`src/rtl/mem_stage_ctrl.sv`:
```
// Memory-stage access controller: issues the dcache request for the latched load/store,
// holds it until dhit, keeps the load word stable, and drives stall / MEM/WB enable and perf counters.
module mem_stage_ctrl #(
  parameter int CNT_W = 32
) (
  input  logic             CLK,
  input  logic             nRST,
  input  logic             dREN_ex,
  input  logic             dWEN_ex,
  input  logic [31:0]      daddr_ex,
  input  logic [31:0]      dstore_ex,
  input  logic             pipe_go,
  input  logic             dhit,
  input  logic [31:0]      dmemload,
  output logic             dmemREN,
  output logic             dmemWEN,
  output logic [31:0]      dmemaddr,
  output logic [31:0]      dmemstore,
  output logic [31:0]      dmemload_mem,
  output logic             mem_stall,
  output logic             enable_memwb,
  output logic [CNT_W-1:0] acc_cnt,
  output logic [CNT_W-1:0] stall_cnt
);

  localparam logic [1:0] IDLE = 2'd0;
  localparam logic [1:0] WAIT = 2'd1;
  localparam logic [1:0] DONE = 2'd2;

  logic [1:0]       state_q, state_d;
  logic [31:0]      load_q, load_d;
  logic [CNT_W-1:0] acc_cnt_q, acc_cnt_d;
  logic [CNT_W-1:0] stall_cnt_q, stall_cnt_d;

  logic op;
  logic req_active;
  logic complete;

  // The request is gated by nRST so it is withdrawn for the whole reset interval.
  assign op         = dREN_ex | dWEN_ex;
  assign req_active = nRST & (((state_q == IDLE) & op) | (state_q == WAIT));
  assign complete   = req_active & dhit;

  assign dmemREN      = req_active & dREN_ex;
  assign dmemWEN      = req_active & dWEN_ex & ~dREN_ex;
  assign dmemaddr     = daddr_ex;
  assign dmemstore    = dstore_ex;
  assign mem_stall    = req_active & ~dhit;
  assign enable_memwb = pipe_go & ~mem_stall;
  assign dmemload_mem = (dhit & dmemREN) ? dmemload : load_q;
  assign acc_cnt      = acc_cnt_q;
  assign stall_cnt    = stall_cnt_q;

  always_comb begin
    state_d = state_q;
    case (state_q)
      IDLE: begin
        if (complete)        state_d = pipe_go ? IDLE : DONE;
        else if (req_active) state_d = WAIT;
      end
      WAIT: begin
        if (complete) state_d = pipe_go ? IDLE : DONE;
      end
      DONE: begin
        if (pipe_go) state_d = IDLE;
      end
      default: state_d = IDLE;
    endcase
  end

  always_comb begin
    load_d      = load_q;
    acc_cnt_d   = acc_cnt_q;
    stall_cnt_d = stall_cnt_q;
    if (complete && dREN_ex)
      load_d = dmemload;
    if (complete && (acc_cnt_q != {CNT_W{1'b1}}))
      acc_cnt_d = acc_cnt_q + CNT_W'(1);
    if (mem_stall && (stall_cnt_q != {CNT_W{1'b1}}))
      stall_cnt_d = stall_cnt_q + CNT_W'(1);
  end

  always_ff @(posedge CLK or negedge nRST) begin
    if (!nRST) begin
      state_q     <= IDLE;
      load_q      <= '0;
      acc_cnt_q   <= '0;
      stall_cnt_q <= '0;
    end else begin
      state_q     <= state_d;
      load_q      <= load_d;
      acc_cnt_q   <= acc_cnt_d;
      stall_cnt_q <= stall_cnt_d;
    end
  end

endmodule

```
`config.mk`:
```
export PLATFORM = sky130hd
export DESIGN_NAME = mem_stage_ctrl
export DESIGN_NICKNAME = d
export VERILOG_FILES = /design/src/rtl/mem_stage_ctrl.sv
export SDC_FILE = /design/constraint.sdc
export NUM_CORES = 1
export LEC_CHECK = 0
export ABC_AREA = 1
export CAP_MARGIN = 20
export CORE_UTILIZATION = 44
export CTS_BUF_LIST = sky130_fd_sc_hd__clkbuf_16
export DETAILED_ROUTE_END_ITERATION = 7
export PLACE_DENSITY_LB_ADDON = 0.15
export SYNTH_ARGS = -nofsm -noshare
export SYNTH_HDL_FRONTEND = slang
export SYNTH_SLANG_ARGS = --single-unit
```
`constraint.sdc`:
```
create_clock -name CLK -period 2 [get_ports CLK]
set_input_delay 0.2 -clock CLK [delete_from_list [all_inputs] [get_ports CLK]]
set_output_delay 0.2 -clock CLK [all_outputs]
set_load 0.1 [all_outputs]
```
==> results of run 1 <==
[metrics by stage]
stage / hold slack, ps / cell area (um2) / util, %
global placement: 370 / 8140 / 55.8
finish: 400 / 8530 / 58.5
global route: 400 / 8530 / 58.5
floorplan: -95.6 / 6860 / -
detailed placement: 372 / 8140 / 55.8
CTS: 401 / 8470 / 58.0
[power by group]
group          total (uW)  switching (uW)  internal, uW
combinational        3390            2200          1190
sequential           2430             199          2230
clock                1820             743          1080
[worst paths after layout]
path,startpoint,end,slack [ps],cells after the start
worst max-delay path,state_q[1],dmemload_mem[21],30,7
worst min-delay path,daddr_ex[4],dmemaddr[4],400,0
worst max register to register,acc_cnt[1],acc_cnt[13],180,10
worst min register to register,load_q[29],load_q[29],510,1
max in group asynchronous,nRST,acc_cnt[29],1030,3
min in group asynchronous,nRST,acc_cnt[5],540,3
[repair_timing]
action	CTS	global route
pin swaps	2	0
resized for setup	0	4
hold endpoints to repair	45	0
setup buffers	1	3
hold buffers	1	0
setup endpoints to repair	32	32
gates cloned	0	1
[layer usage]
metal | track usage, % | vias up
li1 | - | 2859
met1 | 27.7 | 2579
met2 | 34.5 | 143
met3 | 3.52 | 16
met4 | 7.23 | 0
met5 | 0 | -
[cell usage in the layout, fill, tap and decap left out, drive strengths merged]
cell type / synthesis / final
mux2: 64 / 64
nor2: 111 / 111
clkdlybuf4s50: 0 / 36
a211oi: 1 / 1
nand3: 34 / 34
bufinv: 0 / 2
ha: 2 / 2
clkbuf: 0 / 10
clkinv: 0 / 2
dlygate4sd3: 0 / 1
o21ai: 10 / 10
buf: 80 / 117
xor2: 15 / 15
inv: 66 / 69
nand2: 388 / 388
nand4: 7 / 7
a21oi: 1 / 1
dfrtp: 98 / 98
xnor2: 10 / 10
[sequential cells by signal, indices dropped and copies added, names as in the netlist]
| name | cells |
|---|---|
| stall_cnt | 32 |
| acc_cnt | 32 |
| state_q | 2 |
| load_q | 32 |
[worst reg2reg max path: cells and delay by family (launching register included)]
family | cells | cell delay [ps]
fa+ha+maj | 1 | 250
buf+inv | 1 | 130
flops | 1 | 430
simple gates | 8 | 890
[cell families (layout without fill, tap and decap cells)]
| logic type | after synthesis | after routing | share of synthesized area [%] |
|---|---|---|---|
| buffers and inverters | 146 | 237 | 13.3 |
| adders and majority gates | 2 | 2 | 0.379 |
| muxes | 64 | 64 | 10.9 |
| and+or+nand+nor | 540 | 540 | 34.0 |
| AOI/OAI and AO/OA | 12 | 12 | 0.948 |
| xor gates and xnor gates | 25 | 25 | 3.32 |
| DFF | 98 | 98 | 37.2 |
[final cells by class]
type                       instances  area, um2
sequential                        98       2540
inverter                          66        255
clock inverter                     7       80.1
clock buffer                       9        225
multi-input combinational        643       3410
tap                              184        230
fill                            1321       6060
timing repair buffer             155       1790
==> summary.txt, run 1 <==
CP startpoint kind: flip-flop
WP data arrival: 1770 ps
fmax: 0.508 GHz
worst hold-check path type: in -> out
FFs w/ async S/R, synth: 100%
vias: 5597
WP data required: 1800 ps
initial DRC count: 313
synth top area cells: dfrtp_1 (37%), nand2_1 (21%), mux2_2 (11%), buf_4 (7.5%), nor2_1 (5.7%)
Post-synth EDFFs: 0
synth warn: 0
largest net degree at the start of global routing: 99
Worst path slowest cell: dfrtp_1
vias in the first global route: 5234
Std-Cell Rows: 44
Sink Count: 98
CP peak stage delay: 390 ps
Final Hold Viols: 0
CP endpoint kind: output port
Mapped Area: 6600 um2
Placer Congestion: 0.893
initial core utilization: 45.2%
PortBufs: 137
WS Path Type: reg -> out
Mapped Cells: 887
DR WL met2: 7.67 mm
synth cell count leaders: nand2_1 (367), nor2_1 (101), dfrtp_1 (98), buf_4 (66), mux2_2 (64)
normalized max-slew margin: 64.4%
first-pass GRT wire length: 26.3 mm
syn_area_per_cell: 7.44 um2
Total Routed Length: 15.7 mm
sequential share of the synthesized area: 37.2%
Distinct cells, synth: 27
GRT Resource Usage Total: 20.9%
Worst Path Max Fanout: 16
I/O pin count: 266
total power per unit cell area: 896 nW/um2
via/cell ratio: 4.82
maximum vdd drop: 0.950 mV
wl on met1: 7.11 mm
initial antenna violation count: 0
most common cell in the netlist: nand2_1
setup TNS: 0 ps
DR top layer: met4
RSZ-0062 raised after global routing: yes
Post-Layout Cell Count: 1162
Most Frequent Cell on Critical Path: buf_12
total die area: 15500 um2
DR WL/cell: 13.5 um
Layout area overhead: 29.2%
Worst-Margin Slew: 534 ps
CTS tree: built
post-route ant nets: 0
CORE AREA: 14600 um2
clk_lat worst skew: 350 ps
Tcrit/Tclk final: 98.5%
net total in the final layout: 1077
P_leak: 0.00410 uW
dpl hpwl: 11.8 mm
fin crit period: 1970 ps
worst path buffer plus inverter count: 3
H-tree depth: 3
CTS Buf Count: 9
Root Buffer: clkbuf_16
post-synthesis register bit count: 98
Die Wd: 124 um
Antenna Cells: 0
Setup Skew: 9.25 ps
top cell type's share of synthesized area: 37.2%
clk slew on worst S/H paths: 60 ps
layout cells sized above 1: 30.0%
Post-synth top flop: dfrtp_1
Post-Syn Nets: 991
crit-path leading delay family: buffers and inverters
Setup-failing EPs final: 0
worst-path cell chain: inv_1 -> nand2_2 -> nor2_4 -> nand2_4 -> buf_12 -> mux2_4 -> buf_12
Max Slew Vio Count: 0
Setup WS pre-CTS: 132 ps
met3 wire len: 690 um
Final WS setup: 29.8 ps
Tot Pwr: 7640 uW
Die Y: 124 um
first drt pass iteration count: 5
Max Buffers Root-to-Sink: 2
max cap viols: 0
Post-Place Cells: 1140
DRC: 0
status: finished clean
Overflow after GRT: 0
cell taking the most area after synthesis: dfrtp_1
Note: power is estimated with default switching activity, not from simulation.
==> run 2: changes to the inputs <==
--- a/config.mk
+++ b/config.mk
@@ -7,9 +7,10 @@
 export LEC_CHECK = 0
 export ABC_AREA = 1
 export CAP_MARGIN = 20
-export CORE_UTILIZATION = 44
+export CORE_UTILIZATION = 50
 export CTS_BUF_LIST = sky130_fd_sc_hd__clkbuf_16
 export DETAILED_ROUTE_END_ITERATION = 7
+export DONT_BUFFER_PORTS = 1
 export PLACE_DENSITY_LB_ADDON = 0.15
 export SYNTH_ARGS = -nofsm -noshare
 export SYNTH_HDL_FRONTEND = slang
==> run 2 against run 1 <==
Compared with the run above:
- the flow now finishes with violations (negative hold slack)
- clock power down 4%
- final area down 9.5%
- combinational power down 20%
- sequential cell count unchanged
- sequential share of layout area up 3.1 points
- utilization up 2.2 points
- power down 10%
- via count up 0.91%
- clock skew down 1.5 ps
- highest routed layer unchanged
==> summary.txt, run 2 (synthesis gave the netlist of run 1 again) <==
Root Buffer: clkbuf_16
total power per unit cell area: 889 nW/um2
I/O pin count: 266
Switching Fraction: 44.4%
Pint: 3810 uW
dpl hpwl: 11.7 mm
largest net degree at the start of global routing: 100
WP data arrival: 1750 ps
total die area: 13700 um2
vias in the first global route: 5612
GRT Resource Usage Total: 24.6%
status: finished, violations left
P_leak: 0.00373 uW
commonest cells after routing, fill and taps aside: nand2_1 (366), nor2_1 (99), buf_4 (73), inv_1 (65), dfrtp_2 (59)
first drt pass iteration count: 5
Clk pwr share: 25.5%
Tot Pwr: 6860 uW
Overflow after GRT: 0
Setup Skew: 7.77 ps
most common cell after layout, fill and taps aside: nand2_1
initial core utilization: 51.9%
fmax: 0.512 GHz
Comb power frac: 39.5%
post-route ant nets: 0
Antenna Cells: 0
CTS Hold Bufs: 32
Die Wd: 117 um
layout cells sized above 1: 27.5%
Sink Count: 98
Placer Congestion: 0.909
hold_ws: -464 ps
CORE AREA: 12700 um2
sequential share of power: 35.0%
clk_lat worst skew: 350 ps
H-tree depth: 3
Psw: 3050 uW
net total in the final layout: 1033
Fill cells: 1195
clk slew on worst S/H paths: 70 ps
Setup-failing EPs final: 0
normalized max-slew margin: 76.1%
CTS tree: built
maximum vdd drop: 0.581 mV
WP data required: 1800 ps
fin crit period: 1950 ps
max cap viols: 0
RSZ-0062 raised after global routing: yes
CP startpoint kind: flip-flop
Std-Cell Rows: 41
failing checks: negative hold slack
DRC: 0
via/cell ratio: 5.11
initial antenna violation count: 0
Die Y: 117 um
PortBufs: 0
Worst Path Max Fanout: 19
Worst-Margin Slew: 357 ps
Max Slew Vio Count: 0
initial DRC count: 258
Max Buffers Root-to-Sink: 2
Final Hold Viols: 98
CP endpoint kind: output port
Tcrit/Tclk final: 97.6%
Total Routed Length: 16.6 mm
DR WL/cell: 15.0 um
CTS Buf Count: 9
WS Path Type: reg -> out
first-pass GRT wire length: 26.0 mm
Layout area overhead: 16.9%
worst hold-check path type: in -> async
vias: 5648
run 2: repair_timing:
item / CTS / global route
setup buffers: 0 / 3
resized for setup: 0 / 1
hold endpoints to repair: 130 / 98
setup endpoints to repair: 0 / 38
run 2: final timing paths:
path                               from               end  slack [ps]  depth (start not counted)
max in group asynchronous          nRST        acc_cnt[0]        2260                          0
min in group CLK           dmemload[11]        load_q[11]          20                          1
hold / removal                     nRST       acc_cnt[14]        -460                          0
hold reg to reg              state_q[1]        state_q[0]         460                          1
setup / recovery             state_q[1]  dmemload_mem[25]          50                          6
setup reg to reg             acc_cnt[1]       acc_cnt[20]         170                         10
run 2: area by class of cell:
class                           instances  area [um2]  share of cell area (%)
Clock buffer                            9         225                    2.92
Multi-Input combinational cell        644        3420                    44.4
Inverter                               66         255                    3.31
Timing Repair Buffer                  110         986                    12.8
Tap cell                              172         215                    2.79
Sequential cell                        98        2540                    32.9
Clock inverter                          7        70.1                   0.908
run 2: metrics by stage:
stage	util, %	TNS (ps)	worst slack, ps	cell area, um2	cells
finish	60.6	0	48.1	7710	1106
global route	60.6	-336	-21.0	7710	1106
CTS	59.9	0	2.25	7620	1100
detailed placement	55.1	0	148	7010	1052
global placement	55.1	0	195	7010	1052
floorplan	-	-2220	-70.2	6860	887
run 2: worst max-delay path, cell delays in order, from the launching register on:
cell and delay [ps]:
dfrtp_1 390, inv_1 70, nand2_2 80, nor2_4 120, nand2_4 90, buf_16 180
mux2_4 450
run 2: power groups by stage:
stage                     Combinational, uW  Sequential [uW]  Clock [uW]
after floorplan                        2460             2950           0
after global placement                 2610             2410           0
after detailed placement               2640             2430           0
after CTS                              2690             2390        1800
after global routing                   2800             2430        1860
final                                  2710             2400        1750
run 2: layer usage:
| layer | part of all wire, % | wire length (um) | track usage, % | vias up |
|---|---|---|---|---|
| met5 | 0 | 0 | 0 | - |
| met4 | 2.2 | 373 | 10.1 | 0 |
| met3 | 6.6 | 1090 | 6.33 | 32 |
| met2 | 51 | 8500 | 44.8 | 197 |
| met1 | 40 | 6650 | 27.3 | 2652 |
| li1 | - | - | - | 2767 |
==> run 3: changes to the inputs <==
--- a/config.mk
+++ b/config.mk
@@ -11,7 +11,7 @@
 export CTS_BUF_LIST = sky130_fd_sc_hd__clkbuf_16
 export DETAILED_ROUTE_END_ITERATION = 7
 export DONT_BUFFER_PORTS = 1
-export PLACE_DENSITY_LB_ADDON = 0.15
+export PLACE_DENSITY = 0.73
 export SYNTH_ARGS = -nofsm -noshare
 export SYNTH_HDL_FRONTEND = slang
 export SYNTH_SLANG_ARGS = --single-unit
==> run 3 against run 2 <==
Compared with the run above:
- the run ends with negative hold slack, negative setup slack left
- critical path depth unchanged
- utilization increased by 0.84 points
- die area unchanged
- global-route usage decreased by 0.91 points
- sequential share of layout area decreased by 0.45 points
- routed wire length decreased by 2.4%
- sequential cell count unchanged
- cell count increased by 1.1%
- first-iteration DRC count decreased by 17%
- worst setup slack got worse by 65 ps
- register-to-register slack improved by 20 ps
- maximum frequency decreased by 3.2%
- critical path type unchanged
- critical endpoint is now dmemload_mem[31]
- largest power group unchanged
==> summary.txt, run 3 (synthesis gave the netlist of run 1 again) <==
Total Routed Length: 16.2 mm
post-route ant nets: 0
WS Path Type: reg -> out
R2R Setup Slk: 190 ps
max cap viols: 0
DRC: 0
normalized max-slew margin: 76.0%
initial DRC count: 213
Final WS setup: -16.7 ps
PortBufs: 0
vias: 5554
Setup-failing EPs final: 22
Tcrit/Tclk final: 101%
status: finished, violations left
Placer Congestion: 0.899
first drt pass iteration count: 5
P_leak: 0.00378 uW
RSZ-0062 raised after global routing: yes
CP startpoint: state_q[1]
Layout area overhead: 18.5%
clk slew on worst S/H paths: 70 ps
most common cell after layout, fill and taps aside: nand2_1
Overflow after GRT: 0
fin crit period: 2020 ps
Antenna Cells: 0
GRT Resource Usage Total: 23.7%
fmax: 0.496 GHz
Die Wd: 117 um
maximum vdd drop: 0.890 mV
failing checks: negative hold slack, negative setup slack
CORE AREA: 12700 um2
Max Buffers Root-to-Sink: 2
worst hold-check path type: in -> async
Setup Skew: 8.23 ps
Sink Count: 98
CTS Buf Count: 9
initial antenna violation count: 0
WP data required: 1800 ps
worst r2r src: acc_cnt[0]
Root Buffer: clkbuf_16
commonest cells after routing, fill and taps aside: nand2_1 (366), nor2_1 (99), buf_4 (85), inv_1 (62), dfrtp_2 (59)
first-pass GRT wire length: 25.0 mm
Final Hold Viols: 98
clk_lat worst skew: 350 ps
Max Slew Vio Count: 0
initial core utilization: 51.9%
net total in the final layout: 1045
Die Y: 117 um
Worst Reg2Reg Path Length in Cells: 10
H-tree depth: 3
Std-Cell Rows: 41
Worst-Margin Slew: 359 ps
CTS tree: built
reg2reg end: acc_cnt[31]
total die area: 13700 um2
CP startpoint kind: flip-flop
total power per unit cell area: 874 nW/um2
via/cell ratio: 4.97
Worst Path Max Fanout: 8
I/O pin count: 266
hold_ws: -461 ps
largest net degree at the start of global routing: 100
dpl hpwl: 11.2 mm
vias in the first global route: 5354
DR WL/cell: 14.5 um
Layout Utilization: 61.5%
setup TNS: -177 ps
layout cells sized above 1: 29.1%
WP data arrival: 1820 ps
CP endpoint kind: output port
-- run 3: report_power, final --
group	internal, uW	leakage (uW)	switching (uW)
Clock	867	0.000139	825
Combinational	636	0.00246	2110
Sequential	2230	0.00119	170
Total	3730	0.00378	3100
-- run 3: worst max-delay path by stage --
stage | end
after floorplan | dmemload_mem[10]
after global placement | acc_cnt[29]
after detailed placement | acc_cnt[9]
after CTS | dmemload_mem[4]
after global routing | dmemload_mem[22]
final | dmemload_mem[31]
-- run 3: metrics by stage --
stage	area (um2)	setup WS (ps)	power, uW	hold WS [ps]	instances
4_1_cts	7650	10.5	6820	-474	1103
5_1_grt	7820	-79.5	7080	-475	1118
2_1_floorplan	6860	-70.2	5410	-95.6	887
3_5_place_dp	7020	155	5070	-93.2	1053
3_3_place_gp	7020	196	5030	-93.3	1053
6_report	7820	-16.7	6840	-461	1118
-- run 3: area by class of cell --
| type | count | area, um2 |
|---|---|---|
| fillers | 1129 | 4900 |
| multi-input cells | 643 | 3430 |
| flip-flops and latches | 98 | 2540 |
| repair buffers | 123 | 1100 |
| inverters | 66 | 255 |
| clock buffers | 9 | 225 |
| well taps | 172 | 215 |
| clock inverters | 7 | 58.8 |
-- run 3: per-layer routing --
layer  global-route usage, %  part of all wire (%)  vias up
li1                        -                     -     2801
met1                    27.5                    41     2548
met2                    41.4                    50      175
met3                    6.02                   6.6       30
met4                    10.5                   2.3        0
met5                       0                     0        -
-- run 3: worst max-delay path, cell delays in order, from the launching register on --
cell	delay, ps
dfrtp_1	400
inv_2	80
nand2_4	60
nor2_4	170
nand2_8	120
clkbuf_16	190
mux2_4	440
-- run 3: what timing repair did --
item | in CTS | in global routing
hold endpoints to repair | 127 | 99
pin swaps | 2 | 3
hold buffers | 29 | 1
gates cloned | 1 | 2
endpoints found under the setup margin | 30 | 34
setup buffers | 4 | 12
gates resized for setup | 1 | 6
